--- src/rtl/rob_wb_arbiter.sv ---
// rob_wb_arbiter: shares the ROB completion write ports among execute units.
// Each requester owns a small skid queue; a round-robin scan drains up to
// NUM_PORTS queue heads per cycle into registered ROB write ports.
// Optional feature macro: ROB_WB_BYPASS_EN lets an empty-queue push compete
// for a port in the same cycle (one cycle less latency when granted).
module rob_wb_arbiter #(
  parameter int NUM_REQ   = 3,
  parameter int NUM_PORTS = 2,
  parameter int IDX_W     = 6,
  parameter int DATA_W    = 32,
  parameter int QDEPTH    = 2
) (
  input  logic                          clk,
  input  logic                          rst,
  input  logic                          flush,
  input  logic [NUM_REQ-1:0]            req_valid,
  output logic [NUM_REQ-1:0]            req_ready,
  input  logic [NUM_REQ*IDX_W-1:0]      req_idx,
  input  logic [NUM_REQ*DATA_W-1:0]     req_val,
  output logic [NUM_PORTS-1:0]          wb_valid,
  output logic [NUM_PORTS*IDX_W-1:0]    wb_idx,
  output logic [NUM_PORTS*DATA_W-1:0]   wb_val,
  output logic [NUM_REQ-1:0]            pending
);

  localparam int PTR_W = $clog2(QDEPTH);
  localparam int CNT_W = PTR_W + 1;
  localparam int RR_W  = (NUM_REQ > 1) ? $clog2(NUM_REQ) : 1;

  typedef struct packed {
    logic [IDX_W-1:0]  idx;
    logic [DATA_W-1:0] val;
  } entry_t;

  entry_t             mem     [NUM_REQ][QDEPTH];
  logic [PTR_W-1:0]   rd_ptr  [NUM_REQ];
  logic [PTR_W-1:0]   wr_ptr  [NUM_REQ];
  logic [CNT_W-1:0]   count   [NUM_REQ];
  logic [RR_W-1:0]    rr_ptr;
  logic [RR_W-1:0]    rr_next;

  entry_t             head    [NUM_REQ];
  entry_t             req_ent [NUM_REQ];
  logic [NUM_REQ-1:0] push_acc;
  logic [NUM_REQ-1:0] cand;
  logic [NUM_REQ-1:0] grant;
  logic [NUM_REQ-1:0] pop;
  logic [NUM_REQ-1:0] enq;

  logic [NUM_PORTS-1:0] port_valid;
  entry_t               port_ent   [NUM_PORTS];
  logic [NUM_PORTS-1:0] wb_valid_q;
  entry_t               wb_ent_q   [NUM_PORTS];

  // Per-requester handshake, queue head and candidacy; ready depends only on state.
  always_comb begin
    // NOTE: every signal gets a default before any conditional assignment, so no latch is inferred.
    req_ready = '0;
    push_acc  = '0;
    cand      = '0;
    pending   = '0;
    for (int i = 0; i < NUM_REQ; i++) begin
      req_ready[i] = !rst && !flush && (count[i] < CNT_W'(QDEPTH));
      push_acc[i]  = req_valid[i] && req_ready[i];
      pending[i]   = !rst && (count[i] != '0);
      head[i]      = mem[i][rd_ptr[i]];
      req_ent[i]   = '{idx: req_idx[i*IDX_W +: IDX_W], val: req_val[i*DATA_W +: DATA_W]};
`ifdef ROB_WB_BYPASS_EN
      // An empty queue's incoming push competes in the same cycle.
      cand[i]      = (count[i] != '0) || push_acc[i];
`else
      cand[i]      = (count[i] != '0);
`endif
    end
  end

  // Round-robin scan from rr_ptr: the first NUM_PORTS candidates win, in scan order.
  always_comb begin
    int n;
    int slot;
    n          = 0;
    grant      = '0;
    port_valid = '0;
    rr_next    = rr_ptr;
    for (int p = 0; p < NUM_PORTS; p++) port_ent[p] = '0;
    for (int k = 0; k < NUM_REQ; k++) begin
      slot = int'(rr_ptr) + k;
      if (slot >= NUM_REQ) slot = slot - NUM_REQ;
      for (int r = 0; r < NUM_REQ; r++) begin
        if (r == slot && !flush && cand[r] && n < NUM_PORTS) begin
          grant[r] = 1'b1;
          for (int p = 0; p < NUM_PORTS; p++) begin
            if (p == n) begin
              port_valid[p] = 1'b1;
              port_ent[p]   = (count[r] != '0) ? head[r] : req_ent[r];
            end
          end
          rr_next = (r == NUM_REQ - 1) ? '0 : RR_W'(r + 1);
          n       = n + 1;
        end
      end
    end
    if (flush) rr_next = '0;
  end

  // A grant on an empty queue is a bypass: nothing to pop and the push is not stored.
  always_comb begin
    pop = '0;
    enq = '0;
    for (int i = 0; i < NUM_REQ; i++) begin
      pop[i] = grant[i] && (count[i] != '0);
      enq[i] = push_acc[i] && !(grant[i] && (count[i] == '0));
    end
  end

  // Queue pointers, occupancy and the round-robin pointer.
  always_ff @(posedge clk) begin
    // NOTE: sequential state uses non-blocking assignments so all registers update from pre-edge values.
    if (rst || flush) begin
      rr_ptr <= '0;
      for (int i = 0; i < NUM_REQ; i++) begin
        rd_ptr[i] <= '0;
        wr_ptr[i] <= '0;
        count[i]  <= '0;
      end
    end else begin
      rr_ptr <= rr_next;
      for (int i = 0; i < NUM_REQ; i++) begin
        rd_ptr[i] <= rd_ptr[i] + PTR_W'(pop[i]);
        wr_ptr[i] <= wr_ptr[i] + PTR_W'(enq[i]);
        count[i]  <= count[i] + CNT_W'(enq[i]) - CNT_W'(pop[i]);
      end
    end
  end

  // Queue storage write; enq is already blocked by rst and flush via req_ready.
  always_ff @(posedge clk) begin
    // NOTE: storage is not reset; the counts alone decide which entries are meaningful.
    for (int i = 0; i < NUM_REQ; i++) begin
      if (enq[i]) mem[i][wr_ptr[i]] <= req_ent[i];
    end
  end

  // Registered ROB write ports: a grant in one cycle appears on the ports the next.
  always_ff @(posedge clk) begin
    if (rst) begin
      wb_valid_q <= '0;
      for (int p = 0; p < NUM_PORTS; p++) wb_ent_q[p] <= '0;
    end else begin
      wb_valid_q <= port_valid;
      for (int p = 0; p < NUM_PORTS; p++) wb_ent_q[p] <= port_ent[p];
    end
  end

  // Flatten the port registers; outputs read as zero while reset is held.
  always_comb begin
    wb_valid = '0;
    wb_idx   = '0;
    wb_val   = '0;
    for (int p = 0; p < NUM_PORTS; p++) begin
      wb_valid[p]                  = !rst && wb_valid_q[p];
      wb_idx[p*IDX_W +: IDX_W]     = rst ? '0 : wb_ent_q[p].idx;
      wb_val[p*DATA_W +: DATA_W]   = rst ? '0 : wb_ent_q[p].val;
    end
  end

endmodule

--- config.mk ---
export PLATFORM = sky130hd
export DESIGN_NAME = rob_wb_arbiter
export DESIGN_NICKNAME = d
export VERILOG_FILES = /design/src/rtl/rob_wb_arbiter.sv
export SDC_FILE = /design/constraint.sdc
export NUM_CORES = 1
export LEC_CHECK = 0
export ABC_CLOCK_PERIOD_IN_PS = 8700
export CORE_MARGIN = 1.5
export CORE_UTILIZATION = 31
export CTS_CLUSTER_DIAMETER = 50
export DETAILED_ROUTE_END_ITERATION = 8
export PLACE_DENSITY = 0.61
export SLEW_MARGIN = 20
export SYNTH_ARGS = -nofsm -noshare
export SYNTH_HDL_FRONTEND = slang
export SYNTH_SLANG_ARGS = --single-unit
export TNS_END_PERCENT = 1
--- constraint.sdc ---
create_clock -name clk -period 8.7 [get_ports clk]
set_clock_uncertainty 0.1 [all_clocks]
set_input_delay 1.74 -clock clk [delete_from_list [all_inputs] [get_ports clk]]
set_output_delay 1.74 -clock clk [all_outputs]
set_load 0.05 [all_outputs]
# After elaboration in Yosys (flattened, before gate mapping)
# Memories as Yosys holds them, arrays and structs flattened.
# Cells that the tools add are included.
dict set report classes {
  bitwise 17
  n_eq_ne 14
  n_mux 122
  n_reduce_logical 77
  addsub 24
  magnitude_cmp 23
}
# op count
set op_table {}
lappend op_table {{38-bit two-way mux} 34}
lappend op_table {{76-bit two-way mux} 11}
lappend op_table {{32-bit two-way mux} 12}
lappend op_table {{2-bit by 32-bit == test with 1-bit output, first input constant} 11}
lappend op_table {{32-bit logical NOT} 11}
lappend op_table {{32-bit by 3-bit < comparator with 1-bit output, second input constant} 8}
lappend op_table {{32-bit by 2-bit adder with 32-bit output, second input constant} 7}
lappend op_table {{38-bit demux with 1-bit select} 3}
lappend op_table {{3-bit by 32-bit == test with 1-bit output, first input constant} 3}
lappend op_table {{1-bit logical AND} 50}
lappend op_table {{1-bit two-way mux} 41}
lappend op_table {{2-bit two-way mux} 19}
lappend op_table {{2-bit greater-or-equal comparator, second input constant} 7}
lappend op_table {{6-bit two-way mux} 2}
lappend op_table {{1-bit NOT with 2-bit output} 6}
lappend op_table {{1-bit bitwise OR} 11}
lappend op_table {{8-bit nonzero test} 1}
lappend op_table {{3-bit by 2-bit subtractor with 4-bit output, second input constant} 2}
lappend op_table {{7-bit nonzero test} 1}
lappend op_table {{1-bit adder} 6}
lappend op_table {{2-bit by 1-bit adder with 2-bit output} 3}
lappend op_table {{3-bit by 2-bit greater-or-equal comparator with 1-bit output, second input constant} 2}
lappend op_table {{2-bit logical NOT} 3}
lappend op_table {{2-bit by 1-bit < comparator with 1-bit output, second input constant} 3}
lappend op_table {{10 further kinds} 20}
dict set report word_totals {
  elab_cells 285
  ram_bits 316
  out_inout_bits 84
  input_bits 120
  regBits 4
  n_memories 5
}
# name words word_bits rd rd_ports_with_merged_regs wr line_no
set memory_table {}
lappend memory_table {mem 3 76 3 0 3 35} ;# entry_t mem [NUM_REQ][QDEPTH];
lappend memory_table {wb_ent_q 2 38 2 0 2 53} ;# entry_t wb_ent_q [NUM_PORTS];
lappend memory_table {count 3 2 3 0 3 38} ;# logic [CNT_W-1:0] count [NUM_REQ];
lappend memory_table {rd_ptr 3 1 3 0 3 36} ;# logic [PTR_W-1:0] rd_ptr [NUM_REQ];
lappend memory_table {wr_ptr 3 1 3 0 3 37} ;# logic [PTR_W-1:0] wr_ptr [NUM_REQ];

# Logic depth before layout (Yosys ltp)
# Gate-level depths: netlist (run 1).
dict set report depth {
  word_depth 36
  depth_mapped 40
  depth_no_buf 36
}

# Worst setup path after synthesis (run 1)
# No wires, ideal clock.
dict set report synth_timing {
  path_type {in2reg}
  from {input flush}
  to {memory count[0][5] (netlist name)}
  slack_ps -78
  t_arrival_ps 8551
  required_time_ps 8472
  setup_time_ps 128
  stages 36
  path_buffers 6
  cell_sequence {and2b_4 -> nand2_1 -> clkbuf_1 -> clkbuf_1 -> ha_1 -> inv_1 -> xnor2_1 -> inv_1 -> ha_1 -> nor3_1 -> nor2_1 -> ha_1 -> nor3_2 -> a21o_1 -> nor2_1 -> ha_1 -> nor2b_1 -> o211ai_1 -> a221oi_1 -> and4_1 -> buf_2 -> clkbuf_1 -> xnor2_1 -> ha_1 -> a21oi_1 -> nor3_1 -> nand3_1 -> clkbuf_1 -> clkbuf_1 -> nand3_1 -> ha_1 -> inv_1 -> ha_1 -> xor2_1 -> xnor2_1 -> nor2_1}
}
# item line_no
set synth_lines {}
lappend synth_lines {{start: declaration} 15} ;# input logic flush,
lappend synth_lines {{end: declaration} 38}

==> results.sh, run 1 <==
export IMPL_post_drt_wl_per_cell_um=22.1
export IMPL_fin_ws_ns=0.522
export IMPL_setup_tns_ns=0
export IMPL_ys_async_sr_fraction_pct=0
export IMPL_cp_slowest_cell="clkdlybuf4s50_1"
export IMPL_die_h_um=241
export IMPL_place_ws_ns=0.0926
export IMPL_synth_top_area_share_pct=39.0
export IMPL_overflow=0
export IMPL_drtAntennaViolNets=0
export IMPL_grt_pass1_vias=13909
export IMPL_synthAdderAreaFrac_pct=2.06
export IMPL_vias=14976
export IMPL_fp_row_count=87
export IMPL_reg2reg_from="count[0][1]"
export IMPL_finalHoldViolCount=0
export IMPL_yosysSeqAreaShare_pct=49.4
export IMPL_run_status="finished, final reports clean"
export IMPL_slowest_delay_ns=0.45
export IMPL_drv_slew=0
export IMPL_finalSetupViolations=0
export IMPL_power_leakage_nw=6.95
export IMPL_rsz0062_at_grt="no"
export IMPL_synth_top_family_by_area="compound AO/OA/AOI/OAI gates"
export IMPL_numCtsBuffers=37
export IMPL_worstPathRequired_ns=9.00
export IMPL_clk_path_buf_depth=3
export IMPL_fin_area_sq_mm=0.0216
export IMPL_synth_simple_area_share_pct=16.1
export IMPL_dpl_hpwl_um=42900
export IMPL_via_per_inst=5.48
export IMPL_die_w_um=241
export IMPL_yosys_cell_types_count=66
export IMPL_period_minus_slack_ns=8.18
export IMPL_core_sq_mm=0.0562
export IMPL_slew_limit_headroom_pct=30.3
export IMPL_synthXorXnorAreaFrac_pct=1.05
export IMPL_hp_start="rr_ptr[0]"
export IMPL_port_buffer_count=203
export IMPL_fill_cells=5551
export IMPL_worst_slew_pin_slew_ns=1.05
export IMPL_synth_edf_count=228
export IMPL_maxCapViolations=0
export IMPL_cts_tree="built"
export IMPL_muxShareOfSynthArea_pct=7.24
export IMPL_cp_max_fo=37
export IMPL_die_area_sq_mm=0.0581
export IMPL_syn_avg_cell_area_sq_um=9.63
export IMPL_cts_htree_levels=2
export IMPL_synth_area_leader_cell="edfxtp_1"
export IMPL_wl_um=60400
export IMPL_grt_pass1_wl_um=90000
export IMPL_power_density_mw_per_mm2=169
export IMPL_synth_area_sq_mm=0.0176
export IMPL_clkSinkCount=320
export IMPL_area_growth_pct=23.0
export IMPL_ys_warn_count=0
export IMPL_synthTopCellsByArea="edfxtp_1, dfxtp_1, mux2i_1"
export IMPL_clk_latency_ns=0.54
export IMPL_worstHoldPathType="register to register"
export IMPL_layout_drive_gt1_share_pct=7.64
export IMPL_syn_num_nets=1974
export IMPL_grt_usage_pct=20.4
export IMPL_worstSetupPathType="input port to register"
export IMPL_ir_drop_v=0.000105
export IMPL_antenna_found_initial=13
export IMPL_grt_max_degree=115
export IMPL_ios=204
export IMPL_clk_pin_slew_ns=0.06
export IMPL_clockRootBuffer="clkbuf_16"
export IMPL_initial_utilization_pct=31.3
export IMPL_cts_hold_buf=0
export IMPL_start_kind="input port"
export IMPL_fmax_ghz=0.122
export IMPL_startpoint="flush"
export IMPL_drt_pre_antenna_iters=6
export IMPL_syn_inst=1825
export IMPL_synth_seq_cells=320
export IMPL_path_buf_inv=8
export IMPL_synth_main_ff_cell="edfxtp_1"
export IMPL_critPathCaptureType="register"
export IMPL_dpl_instance_area_sq_mm=0.0203
export IMPL_dr_first_iter_drc_count=1894
export IMPL_crit_top_cell="ha_1"
export IMPL_gp_congestion=0.896
export IMPL_post_route_period_util_pct=94.0
export IMPL_worstPathArrival_ns=8.48
export IMPL_remaining_drc_errors=0
export IMPL_synth_compound_area_share_pct=19.9
export IMPL_reg2reg_setup_slack_ns=1.69
export IMPL_fin_nets=2097
export IMPL_crit_family="simple AND/OR/NAND/NOR gates"
==> worst register-to-register path, delay by kind of cell, from the launching register on <==
kind | cells | cell delay, ns
AND/OR/NAND/NOR | 12 | 2.03
flip-flops | 1 | 0.39
adder cells (fa/ha/maj) | 4 | 1.13
XOR/XNOR | 2 | 0.38
AO/OA/AOI/OAI | 5 | 1.29
buffers and inverters | 6 | 1.55
==> cells in the final DEF (no fill, tap or decap), types with 39 or more instances in the layout <==
cell type / n
o21ai_0: 110
clkdlybuf4s50_1: 202
nand3_1: 79
edfxtp_1: 228
nor2b_1: 82
o22ai_1: 39
dfxtp_1: 89
buf_4: 45
a21oi_1: 222
clkbuf_16: 40
nor2_1: 201
nand2_1: 91
nor3_1: 42
mux2i_1: 117
==> repair_timing <==
| item | in CTS | in global routing |
|---|---|---|
| gates resized for setup | 0 | 1 |
| setup endpoints to repair | 0 | 1 |
| setup buffers | 0 | 0 |
==> power breakdown <==
group / switching, W / internal, W / total, W
Combinational: 0.000254 / 0.000122 / 0.000376
Sequential: 0.00000816 / 0.00166 / 0.00167
Clock: 0.000649 / 0.000960 / 0.00161
==> worst paths after layout <==
| check | endpoint | cells after the start |
|---|---|---|
| worst max-delay path | wb_ent_q[0][36] | 31 |
| worst min-delay path | rr_ptr[0] | 2 |
| worst max register to register | wb_ent_q[0][36] | 29 |
| worst min register to register | rr_ptr[0] | 2 |
==> kinds of logic (layout without fill, tap and decap cells) <==
logic type                 after synthesis  count (layout)
xor gates and xnor gates                16              16
buffers and inverters                  191             342
muxes                                  126             126
and+or+nand+nor                        579             579
other                                    0               2
adders and majority gates               29              29
AOI/OAI and AO/OA                      564             564
DFF                                    320             320
==> cell type report <==
class / instances / area, sq um / share of cell area [%]
multi-input cells: 1314 / 8210 / 38.0
inverters: 26 / 97.6 / 0.452
flip-flops and latches: 320 / 8690 / 40.2
clock inverters: 22 / 219 / 1.01
clock buffers: 45 / 1050 / 4.86
diodes: 2 / 5.00 / 0.0232
repair buffers: 249 / 2390 / 11.1
well taps: 756 / 946 / 4.38
==> cell usage after synthesis (29+ instances only) <==
| master | instances |
|---|---|
| clkbuf_1 | 127 |
| nand2_1 | 91 |
| o21a_1 | 38 |
| nor2b_1 | 82 |
| dfxtp_1 | 92 |
| edfxtp_1 | 228 |
| nand3_1 | 80 |
| a221o_1 | 36 |
| mux2i_1 | 117 |
| o21ai_0 | 111 |
| o41ai_1 | 32 |
| a21oi_1 | 222 |
| ha_1 | 29 |
| o22ai_1 | 39 |
| or4_1 | 33 |
| nor3_1 | 42 |
| o31ai_1 | 36 |
| nor2_1 | 203 |
==> state kept, by name, summed over array words and instances, names as in the netlist <==
name and flops:
mem 228, wb_ent_q 76, count 6, rd_ptr 3, wr_ptr 3, rr_ptr 2
wb_valid_q 2
==> metrics by stage <==
step	hold WS, ns	utilization, %	total power (W)	cells
2_1_floorplan	0.352	-	0.00189	1825
3_3_place_gp	0.375	36.2	0.00206	2665
3_5_place_dp	0.380	36.2	0.00207	2665
4_1_cts	0.391	38.4	0.00367	2732
5_1_grt	0.423	38.5	0.00377	2734
6_report	0.394	38.5	0.00365	2734
==> routing by layer <==
layer / vias to the layer above / wire (um) / share of wire, % / GRT usage (%)
li1: 7049 / - / - / -
met1: 7101 / 28000 / 46 / 30.8
met2: 726 / 25100 / 42 / 28.4
met3: 82 / 5980 / 9.9 / 5.30
met4: 18 / 1230 / 2.0 / 5.11
met5: - / 113 / 0.19 / 0
(Power assumes the default switching activity.)
==> run 2, diff against run 1 <==
--- a/config.mk
+++ b/config.mk
@@ -8,6 +8,7 @@
 export ABC_CLOCK_PERIOD_IN_PS = 8700
 export CORE_MARGIN = 1.5
 export CORE_UTILIZATION = 31
+export CTS_BUF_LIST = sky130_fd_sc_hd__clkbuf_4 sky130_fd_sc_hd__clkbuf_8
 export CTS_CLUSTER_DIAMETER = 50
 export DETAILED_ROUTE_END_ITERATION = 8
 export PLACE_DENSITY = 0.61
==> results.sh, run 2 (synthesis gave the netlist of run 1 again) <==
export IMPL_start_kind="input port"
export IMPL_layout_commonest_cell="edfxtp_1"
export IMPL_port_buffer_count=203
export IMPL_grt_pass1_vias=14134
export IMPL_dpl_instance_area_sq_mm=0.0203
export IMPL_core_sq_mm=0.0562
export IMPL_cts_hold_buf=0
export IMPL_switching_share_pct=25.5
export IMPL_sequentialPowerShare_pct=48.4
export IMPL_dpl_hpwl_um=42900
export IMPL_post_drt_wl_per_cell_um=22.0
export IMPL_overflow=0
export IMPL_slew_limit_headroom_pct=26.7
export IMPL_cp_slowest_cell="clkdlybuf4s50_1"
export IMPL_p_int_w=0.00257
export IMPL_grt_usage_pct=20.4
export IMPL_ir_drop_v=0.0000869
export IMPL_fp_row_count=87
export IMPL_fmax_ghz=0.123
export IMPL_fill_cells=5583
export IMPL_post_route_period_util_pct=93.4
export IMPL_initial_utilization_pct=31.3
export IMPL_drv_slew=0
export IMPL_die_w_um=241
export IMPL_worst_slew_pin_slew_ns=1.10
export IMPL_critPathCaptureType="register"
export IMPL_ios=204
export IMPL_maxCapViolations=0
export IMPL_comb_power_share_pct=10.9
export IMPL_remaining_drc_errors=0
export IMPL_fin_nets=2113
export IMPL_clkPwrFrac_pct=40.7
export IMPL_post_cts_setup_buffers=0
export IMPL_clk_path_buf_depth=3
export IMPL_wl_um=60700
export IMPL_rsz0062_at_grt="no"
export IMPL_cts_resized=0
export IMPL_drtAntennaViolNets=0
export IMPL_grt_pass1_wl_um=90300
export IMPL_slowest_delay_ns=0.45
export IMPL_layout_drive_gt1_share_pct=9.03
export IMPL_cts_htree_levels=2
export IMPL_largest_reg_flops=228
export IMPL_period_minus_slack_ns=8.12
export IMPL_clkSinkCount=320
export IMPL_setup_tns_ns=0
export IMPL_worstSetupPathType="input port to register"
export IMPL_place_ws_ns=0.0926
export IMPL_fin_area_sq_mm=0.0215
export IMPL_run_status="finished, final reports clean"
export IMPL_final_instance_count_excl_fill=2763
export IMPL_clk_pin_slew_ns=0.07
export IMPL_power_leakage_nw=6.91
export IMPL_antenna_found_initial=13
export IMPL_vias=15145
export IMPL_gp_congestion=0.896
export IMPL_layout_common_cells="edfxtp_1, a21oi_1, clkdlybuf4s50_1, nor2_1, mux2i_1"
export IMPL_die_h_um=241
export IMPL_drt_pre_antenna_iters=6
export IMPL_grt_max_degree=115
export IMPL_die_area_sq_mm=0.0581
export IMPL_worstPathArrival_ns=8.49
export IMPL_clk_latency_ns=0.64
export IMPL_post_place_cells=2665
export IMPL_dr_first_iter_drc_count=1854
export IMPL_numCtsBuffers=53
export IMPL_clockRootBuffer="clkbuf_8"
export IMPL_cp_max_fo=37
export IMPL_fin_ws_ns=0.578
export IMPL_power_density_mw_per_mm2=161
export IMPL_via_per_inst=5.48
export IMPL_finalSetupViolations=0
export IMPL_finalHoldViolCount=0
export IMPL_p_switching_w=0.000881
export IMPL_worstHoldPathType="register to register"
export IMPL_area_growth_pct=22.1
export IMPL_cts_tree="built"
export IMPL_worstPathRequired_ns=9.07
==> run 2: path summary, 6_finish.rpt <==
kind	from	end	slack, ns	cells past startpoint
worst min-delay path	rr_ptr[0]	rr_ptr[0]	0.40	2
worst max register to register	count[0][1]	wb_ent_q[0][33]	1.67	28
worst max-delay path	flush	wb_ent_q[0][33]	0.58	30
worst min register to register	rr_ptr[0]	rr_ptr[0]	0.40	2
==> run 2: stage by stage <==
step | hold WS (ns) | utilization (%) | power, W
after floorplan | 0.352 | - | 0.00189
final | 0.396 | 38.2 | 0.00345
after global placement | 0.375 | 36.2 | 0.00206
after global routing | 0.423 | 38.2 | 0.00357
after CTS | 0.391 | 38.2 | 0.00348
after detailed placement | 0.380 | 36.2 | 0.00207
==> run 2: per-layer routing <==
metal  up-vias  global-route usage (%)  part of all wire [%]  wire [um]
met3        95                    5.58                   9.9       6030
met2       733                    28.5                    41      25000
met4        20                    5.59                   2.2       1320
met5         -                   0.589                  0.26        155
met1      7196                    30.4                    46      28200
li1       7101                       -                     -          -
==> run 2: power by group through the flow <==
| stage | Clock [W] | Sequential (W) | Combinational, W |
|---|---|---|---|
| 6_report | 0.00140 | 0.00167 | 0.000377 |
| 5_1_grt | 0.00150 | 0.00167 | 0.000405 |
| 4_1_cts | 0.00144 | 0.00167 | 0.000369 |
| 3_5_place_dp | 0 | 0.00170 | 0.000368 |
| 3_3_place_gp | 0 | 0.00170 | 0.000363 |
| 2_1_floorplan | 0 | 0.00170 | 0.000193 |
==> run 2: critical path, delay by kind of cell <==
kind	cells	cell delay [ns]
buffers and inverters	9	1.70
adder cells (fa/ha/maj)	5	1.53
AO/OA/AOI/OAI	5	1.57
XOR/XNOR	2	0.46
AND/OR/NAND/NOR	9	1.41
==> run 2: final cells by class <==
type                    count  area, sq um  area share (%)
well taps                 756          946            4.41
diodes                      2         5.00          0.0233
multi-input cells        1314         8190            38.2
clock inverters            19          193           0.898
repair buffers            249         2390            11.1
inverters                  26         97.6           0.455
flip-flops and latches    320         8690            40.5
clock buffers              77          941            4.39
==> run 3, diff against run 2 <==
--- a/config.mk
+++ b/config.mk
@@ -5,12 +5,13 @@
 export SDC_FILE = /design/constraint.sdc
 export NUM_CORES = 1
 export LEC_CHECK = 0
-export ABC_CLOCK_PERIOD_IN_PS = 8700
+export ABC_CLOCK_PERIOD_IN_PS = 7100
 export CORE_MARGIN = 1.5
 export CORE_UTILIZATION = 31
 export CTS_BUF_LIST = sky130_fd_sc_hd__clkbuf_4 sky130_fd_sc_hd__clkbuf_8
 export CTS_CLUSTER_DIAMETER = 50
 export DETAILED_ROUTE_END_ITERATION = 8
+export GPL_ROUTABILITY_DRIVEN = 0
 export PLACE_DENSITY = 0.61
 export SLEW_MARGIN = 20
 export SYNTH_ARGS = -nofsm -noshare
==> constraint.sdc (replaced) <==
create_clock -name clk -period 7.1 [get_ports clk]
set_clock_uncertainty 0.1 [all_clocks]
set_input_delay 1.42 -clock clk [delete_from_list [all_inputs] [get_ports clk]]
set_output_delay 1.42 -clock clk [all_outputs]
set_load 0.05 [all_outputs]
==> results.sh, run 3 (synthesis gave the netlist of run 1 again) <==
export IMPL_run_status="finished, final reports clean"
export IMPL_start_kind="input port"
export IMPL_clk_path_buf_depth=3
export IMPL_drt_pre_antenna_iters=6
export IMPL_fin_ws_ns=0.327
export IMPL_maxCapViolations=0
export IMPL_final_instance_count_excl_fill=2798
export IMPL_period_minus_slack_ns=6.77
export IMPL_die_h_um=241
export IMPL_layout_common_cells="edfxtp_1, a21oi_1, clkdlybuf4s50_1, nor2_1, mux2i_1"
export IMPL_layout_commonest_cell="edfxtp_1"
export IMPL_finalSetupViolations=0
export IMPL_cp_max_fo=17
export IMPL_crit_top_cell="nor2_1"
export IMPL_drv_slew=0
export IMPL_startpoint="flush"
export IMPL_dpl_hpwl_um=41900
export IMPL_worstPathRequired_ns=7.43
export IMPL_post_place_cells=2701
export IMPL_p_int_w=0.00311
export IMPL_largest_reg_flops=228
export IMPL_ir_drop_v=0.000120
export IMPL_clkSinkCount=320
export IMPL_worstSetupPathType="input port to register"
export IMPL_post_route_period_util_pct=95.4
export IMPL_slowest_delay_ns=0.57
export IMPL_fin_nets=2145
export IMPL_worstHoldPathType="register to register"
export IMPL_rsz0062_at_grt="yes"
export IMPL_wl_um=57100
export IMPL_clockRootBuffer="clkbuf_8"
export IMPL_clkPwrFrac_pct=39.7
export IMPL_fill_cells=5584
export IMPL_port_buffer_count=203
export IMPL_fmax_ghz=0.148
export IMPL_cp_slowest_cell="o41ai_1"
export IMPL_worst_slew_pin_slew_ns=1.08
export IMPL_cts_htree_levels=2
export IMPL_sequentialPowerShare_pct=49.1
export IMPL_core_sq_mm=0.0562
export IMPL_total_power_w=0.00417
export IMPL_die_w_um=241
export IMPL_dpl_instance_area_sq_mm=0.0208
export IMPL_cts_hold_buf=0
export IMPL_numCtsBuffers=49
export IMPL_finalHoldViolCount=0
export IMPL_post_drt_wl_per_cell_um=20.4
export IMPL_die_area_sq_mm=0.0581
export IMPL_post_cts_setup_buffers=0
export IMPL_worstPathArrival_ns=7.10
export IMPL_path_buf_inv=7
export IMPL_place_ws_ns=-0.350
export IMPL_reg2reg_from="count[0][3]"
export IMPL_cts_resized=0
export IMPL_p_switching_w=0.00106
export IMPL_antenna_found_initial=20
export IMPL_power_leakage_nw=7.18
export IMPL_dr_first_iter_drc_count=1580
export IMPL_overflow=0
export IMPL_slew_limit_headroom_pct=27.9
export IMPL_cts_tree="built"
export IMPL_fp_row_count=87
export IMPL_layout_drive_gt1_share_pct=11.5
export IMPL_clk_latency_ns=0.62
export IMPL_switching_share_pct=25.4
export IMPL_grt_max_degree=89
export IMPL_clk_pin_slew_ns=0.07
export IMPL_power_density_mw_per_mm2=190
export IMPL_grt_pass1_vias=13898
export IMPL_via_per_inst=5.40
export IMPL_drtAntennaViolNets=0
export IMPL_remaining_drc_errors=0
export IMPL_initial_utilization_pct=31.3
export IMPL_grt_pass1_wl_um=86600
export IMPL_vias=15114
export IMPL_hp_start="rr_ptr[0]"
export IMPL_ios=204
export IMPL_critPathCaptureType="register"
export IMPL_grt_usage_pct=19.2
export IMPL_area_growth_pct=24.8
export IMPL_comb_power_share_pct=11.3
export IMPL_crit_family="simple AND/OR/NAND/NOR gates"
export IMPL_fin_area_sq_mm=0.0219
-- run 3: cell types whose count changed in the layout (fill, tap and decap cells not counted), sizes merged --
cell / before / now
buf: 47 / 83
clkbuf: 77 / 71
diode: 2 / 5
clkinv: 15 / 16
inv: 26 / 27
-- run 3: layer usage --
layer	routed length (um)	share of wire (%)	global-route usage (%)	vias to the layer above
met5	165	0.29	0	-
met4	1260	2.2	5.34	28
met3	6080	11	5.01	108
met2	23200	41	26.5	748
met1	26400	46	29.1	7071
li1	-	-	-	7159
-- run 3: path summary, 6_finish.rpt --
| path | end | slack [ns] | depth (start not counted) |
|---|---|---|---|
| max | wb_ent_q[0][31] | 0.33 | 28 |
| max reg2reg | wb_ent_q[0][31] | 1.00 | 27 |
| min | rr_ptr[0] | 0.40 | 2 |
| min reg2reg | rr_ptr[0] | 0.40 | 2 |
-- run 3: power by group through the flow --
stage          combinational, W  clock [W]  sequential, W
4_1_cts                0.000458    0.00170        0.00204
3_5_place_dp           0.000457          0        0.00208
2_1_floorplan          0.000241          0        0.00208
5_1_grt                0.000505    0.00176        0.00205
6_report               0.000469    0.00165        0.00204
3_3_place_gp           0.000448          0        0.00208
-- run 3: worst register-to-register path, cell delays in order (launching register included) --
cell and delay [ns]:
dfxtp_1 0.33, nor2_1 0.50, nor2_1 0.12, inv_1 0.15, ha_4 0.22, inv_2 0.07
xnor2_2 0.12, inv_2 0.08, ha_1 0.22, nand4b_1 0.17, mux2i_1 0.35, nand3_1 0.14
a32o_1 0.36, ha_4 0.30, nor2_1 0.04, nor2_1 0.14, buf_4 0.14, inv_1 0.05
ha_1 0.19, nor2b_1 0.12, o221ai_1 0.16, nor3_1 0.26, nand2_1 0.16, xnor2_2 0.22
xnor2_4 0.34, nor2_2 0.12, buf_12 0.18, o41ai_1 0.57
-- run 3: area by class of cell --
type	instances	area, sq um	share of cell area, %
Antenna cell	5	12.5	0.0571
Inverter	26	97.6	0.445
Clock inverter	21	204	0.930
Multi-Input combinational cell	1314	8360	38.1
Sequential cell	320	8690	39.6
Timing Repair Buffer	285	2740	12.5
Tap cell	756	946	4.31
Clock buffer	71	877	4.00
-- run 3: metrics by stage --
stage / hold WS, ns / utilization [%] / setup TNS [ns]
after detailed placement: 0.387 / 37.0 / -11.23
final: 0.402 / 39.0 / 0
after CTS: 0.399 / 38.9 / 0
after global placement: 0.374 / 37.0 / -3.96
after floorplan: 0.352 / - / -0.168
after global routing: 0.445 / 39.0 / -0.0114
